## src/rtl/serial_word_rx.sv

```systemverilog
// Serial-to-parallel word receiver: collects NUM_BITS bits MSB first, then presents
// the word and its parity on a valid/ready port with sticky overflow on drop.
module serial_word_rx #(
  parameter int NUM_BITS   = 3,
  parameter int PARITY_ODD = 0,
  parameter int CNT_W      = 8
) (
  input  logic                clk,
  input  logic                rst_n,
  input  logic                ser_en,
  input  logic                ser_data,
  input  logic                flush,
  input  logic                out_ready,
  output logic                out_valid,
  output logic [NUM_BITS-1:0] out_word,
  output logic                out_parity,
  output logic [7:0]          bit_cnt,
  output logic [CNT_W-1:0]    word_cnt,
  output logic                overflow
);

  localparam logic [7:0] LAST_BIT = 8'(NUM_BITS - 1);

  function automatic logic parity_f(input logic [NUM_BITS-1:0] word);
    parity_f = (^word) ^ (PARITY_ODD != 0);
  endfunction

  logic [NUM_BITS-1:0] full_word_s;
  logic                complete_s;
  logic                load_s;

  // Only the NUM_BITS-1 earlier bits need storage; the newest bit comes straight from ser_data.
  if (NUM_BITS > 1) begin : g_shift
    logic [NUM_BITS-2:0] shift_word_r;

    assign full_word_s = {shift_word_r, ser_data};

    // Shift register for the bits received so far in the current word
    always_ff @(posedge clk or negedge rst_n) begin
      if (!rst_n) begin
        shift_word_r <= '0;
      end else if (flush) begin
        shift_word_r <= '0;
      end else if (ser_en) begin
        shift_word_r <= full_word_s[NUM_BITS-2:0];
      end else begin
        shift_word_r <= shift_word_r;
      end
    end
  end else begin : g_noshift
    assign full_word_s = ser_data;
  end

  // Completion and output-load decisions for this edge
  always_comb begin
    if (ser_en && !flush && (bit_cnt == LAST_BIT)) begin
      complete_s = 1'b1;
    end else begin
      complete_s = 1'b0;
    end
    load_s = complete_s & (~out_valid | out_ready);
  end

  // Bit counter, word counter, output register and overflow flag
  always_ff @(posedge clk or negedge rst_n) begin
    if (!rst_n) begin
      bit_cnt    <= 8'd0;
      word_cnt   <= '0;
      out_valid  <= 1'b0;
      out_word   <= '0;
      out_parity <= 1'b0;
      overflow   <= 1'b0;
    end else begin
      if (flush) begin
        bit_cnt <= 8'd0;
      end else if (complete_s) begin
        bit_cnt <= 8'd0;
      end else if (ser_en) begin
        bit_cnt <= bit_cnt + 8'd1;
      end else begin
        bit_cnt <= bit_cnt;
      end

      if (complete_s) begin
        word_cnt <= word_cnt + CNT_W'(1);
      end else begin
        word_cnt <= word_cnt;
      end

      // A completing word replaces the held one only if the held one leaves on this edge
      if (load_s) begin
        out_valid  <= 1'b1;
        out_word   <= full_word_s;
        out_parity <= parity_f(full_word_s);
      end else if (out_valid && out_ready) begin
        out_valid  <= 1'b0;
      end else begin
        out_valid  <= out_valid;
      end

      if (complete_s && !load_s) begin
        overflow <= 1'b1;
      end else begin
        overflow <= overflow;
      end
    end
  end

endmodule

```

## config.mk

```make
export PLATFORM = sky130hd
export DESIGN_NAME = serial_word_rx
export DESIGN_NICKNAME = d
export VERILOG_FILES = /design/src/rtl/serial_word_rx.sv
export SDC_FILE = /design/constraint.sdc
export NUM_CORES = 1
export LEC_CHECK = 0
export CAP_MARGIN = 20
export CORE_MARGIN = 2
export CORE_UTILIZATION = 30
export CTS_CLUSTER_DIAMETER = 200
export DETAILED_ROUTE_END_ITERATION = 10
export MAX_ROUTING_LAYER = met4
export PLACE_DENSITY = 0.5
export RECOVER_POWER = 50
export SYNTH_ARGS = -nofsm -noshare
export SYNTH_HDL_FRONTEND = slang
export SYNTH_SLANG_ARGS = --single-unit
```

## constraint.sdc

```tcl
create_clock -name clk -period 2.25 [get_ports clk]
set_clock_uncertainty 0.05 [all_clocks]
set_input_delay 0.45 -clock clk [delete_from_list [all_inputs] [get_ports clk]]
set_output_delay 0.45 -clock clk [all_outputs]
set_load 0.05 [all_outputs]
```

==> impl_metrics.ini <==
[worst_setup_path]
critPathKind = flip-flop to output port
setup.worst_path.end_class = output port
slowest_delay_ps = 800
crit_chain = buf_4, clkdlybuf4s50_1
cp.arrival_ps = 1580
crit_slowest_cell = clkdlybuf4s50_1
cp_max_fo = 7
critPathLaunchType = flip-flop
crit_required_ps = 1750

[floorplan]
pin_count = 28
die_area_um2 = 4290
start_util = 0.310
die_x_um = 65.5
die_h_um = 65.5
core.rowCount = 22
core_um2 = 3660

[power]
power_density_nw_per_um2 = 828
p_leak_uw = 0.000688
max-vdd-ir-drop_uv = 451

[sta]
setup_slack_ps = 168
whs_ps = 424
finalCritPeriodShare = 0.925
finalMaxSlewViolations = 0
relSlewSlack = 0.135
hold_violations = 0
tns_ps = 0
period_minus_slack_ps = 2080
fmax_mhz = 480
tightestPinTransition_ps = 1300
grt_setup_unrepaired = no
setup-violations-final = 0

[detailed_routing]
dr.pass1.iters = 4
drt_wl_total_um = 2390
wl_per_cell_um = 13.0
vias = 876
drc = 0
drt.antenna.violating_nets = 0
vias_per_cell = 4.76
dr.first_iter.drc_count = 35

[clocking]
clock_sinks = 24
clockBufferDepth = 2
clk_pin_slew_ps = 90
ctsHoldBuffers = 0
ctsHtreeMaxLevel = 1
root_buffer = clkbuf_8
cts_tree = done
cts.repair.resized = 0
cts_setup_buffers = 0
clk-insertion-delay-late_ps = 270
numCtsBuffers = 3

[final_layout]
regArea_um2 = 602
fill_cells = 376
drive_gt1_frac = 0.140
diodes = 0
nNetsFinal = 146
multiInputGateArea_um2 = 523
area_growth_pct = 39.1

[synth]
ys_types = 28
synth_warnings = 0
synth_common_cells = 24 x dfrtp_1, 9 x nand2_1, 8 x xnor2_1
ys.flop_type = dfrtp_1
synth.largest_area_cell = dfrtp_1
syn-instance-count = 98
synth_nets = 107
ys_async_sr_fraction = 1.00
yosysMostFrequentCell = dfrtp_1
synth.top_cell.area_share = 0.529
synth-edff-count = 0
syn_area_um2 = 1130
synth-seq-cells = 24
synthTopCellsByArea = dfrtp_1 53%, xnor2_1 6.2%, mux2_4 5.3%
ys_seq_area_frac = 0.529
syn_avg_cell_area_um2 = 11.6

[global_routing]
grt_pass1_vias = 847
antenna_found_initial = 0
grt.overflow.total = 0
grt_max_degree = 25
gr-usage-all-layers = 0.127
grt_first_pass_wirelength_um = 4010

[place]
place_congestion = 0.676
dpl.hpwl_um = 1800
portBuffers = 27
dpl_worst_slack_ps = 227

[run]
cap_violations = 0

[worst_hold_path]
worstHoldPathType = flip-flop to flip-flop

[run_status]
status = complete, no violations
[layer usage]
metal  track usage  routed length (um)  part of all wire  vias up
met4        0.0547                  36             0.015        0
met3        0.0154                  74             0.031        5
met1         0.163                1100              0.46      430
li1              -                   -                 -      423
met2         0.203                1180              0.49       18
met5             -                   0                 0        -
[critical path: cells and delay by family, from the launching register on]
| family | cells | cell delay, ps |
|---|---|---|
| buf+inv | 2 | 950 |
| flops | 1 | 360 |
[metrics by stage]
step                 util  cells  total power [uW]  area [um2]
global route        0.431    184              1380        1580
CTS                 0.434    184              1330        1590
global placement    0.415    180               933        1520
floorplan               -     98               785        1140
detailed placement  0.415    180               938        1520
finish              0.431    184              1310        1580
[state kept, by name (all words and copies together), names as in the netlist]
| name | count |
|---|---|
| bit_cnt | 8 |
| overflow | 1 |
| out_valid | 1 |
| out_parity | 1 |
| out_word | 3 |
| g_shift.shift_word_r | 2 |
| word_cnt | 8 |
[layout make-up]
class | count | share of cell area
timing repair buffer | 34 | 0.197
clock inverter | 1 | 0.0190
multi-input combinational | 71 | 0.331
sequential | 24 | 0.381
tap | 48 | 0.0380
clock buffer | 3 | 0.0261
inverter | 3 | 0.00713
[report_power, final]
group / internal (uW) / leakage [uW] / switching, uW / total (uW)
Clock: 238 / 0.0000357 / 148 / 386
Sequential: 481 / 0.000320 / 47.7 / 528
Combinational: 149 / 0.000332 / 245 / 393
[path summary, 6_finish.rpt]
check / start / end / slack [ps] / cells past startpoint
worst max-delay path: bit_cnt[4] / bit_cnt[4] / 170 / 2
worst min-delay path: word_cnt[7] / word_cnt[7] / 420 / 1
worst max register to register: bit_cnt[0] / word_cnt[1] / 290 / 6
worst min register to register: word_cnt[7] / word_cnt[7] / 420 / 1
max in group asynchronous: rst_n / bit_cnt[1] / 440 / 2
min in group asynchronous: rst_n / out_word[1] / 860 / 2
[logic make-up (layout without fill, tap and decap cells)]
| kind of cell | count (synthesis) | count (layout) | share of synthesized area |
|---|---|---|---|
| compound gates | 16 | 16 | 0.0816 |
| xor+xnor | 11 | 11 | 0.0849 |
| fa+ha+maj | 3 | 3 | 0.0331 |
| buf+inv | 3 | 41 | 0.00992 |
| flops | 24 | 24 | 0.529 |
| mux | 7 | 7 | 0.0805 |
| simple gates | 34 | 34 | 0.181 |
[cell usage in the layout, fill, tap and decap left out, types with 2 or more instances in the layout]
cell type,instances
and3_1,2
ha_1,3
dfrtp_1,23
clkbuf_1,3
a31oi_1,3
a21oi_1,3
xor2_1,3
inv_1,3
nand2_1,9
mux2_4,4
nand3_1,2
or3_1,2
nand4_1,5
nand2b_1,4
buf_4,4
o21ai_0,7
clkdlybuf4s50_1,26
xnor2_1,8
nor2_1,3
clkbuf_8,3
mux2i_1,2
(Power assumes the default switching activity.)
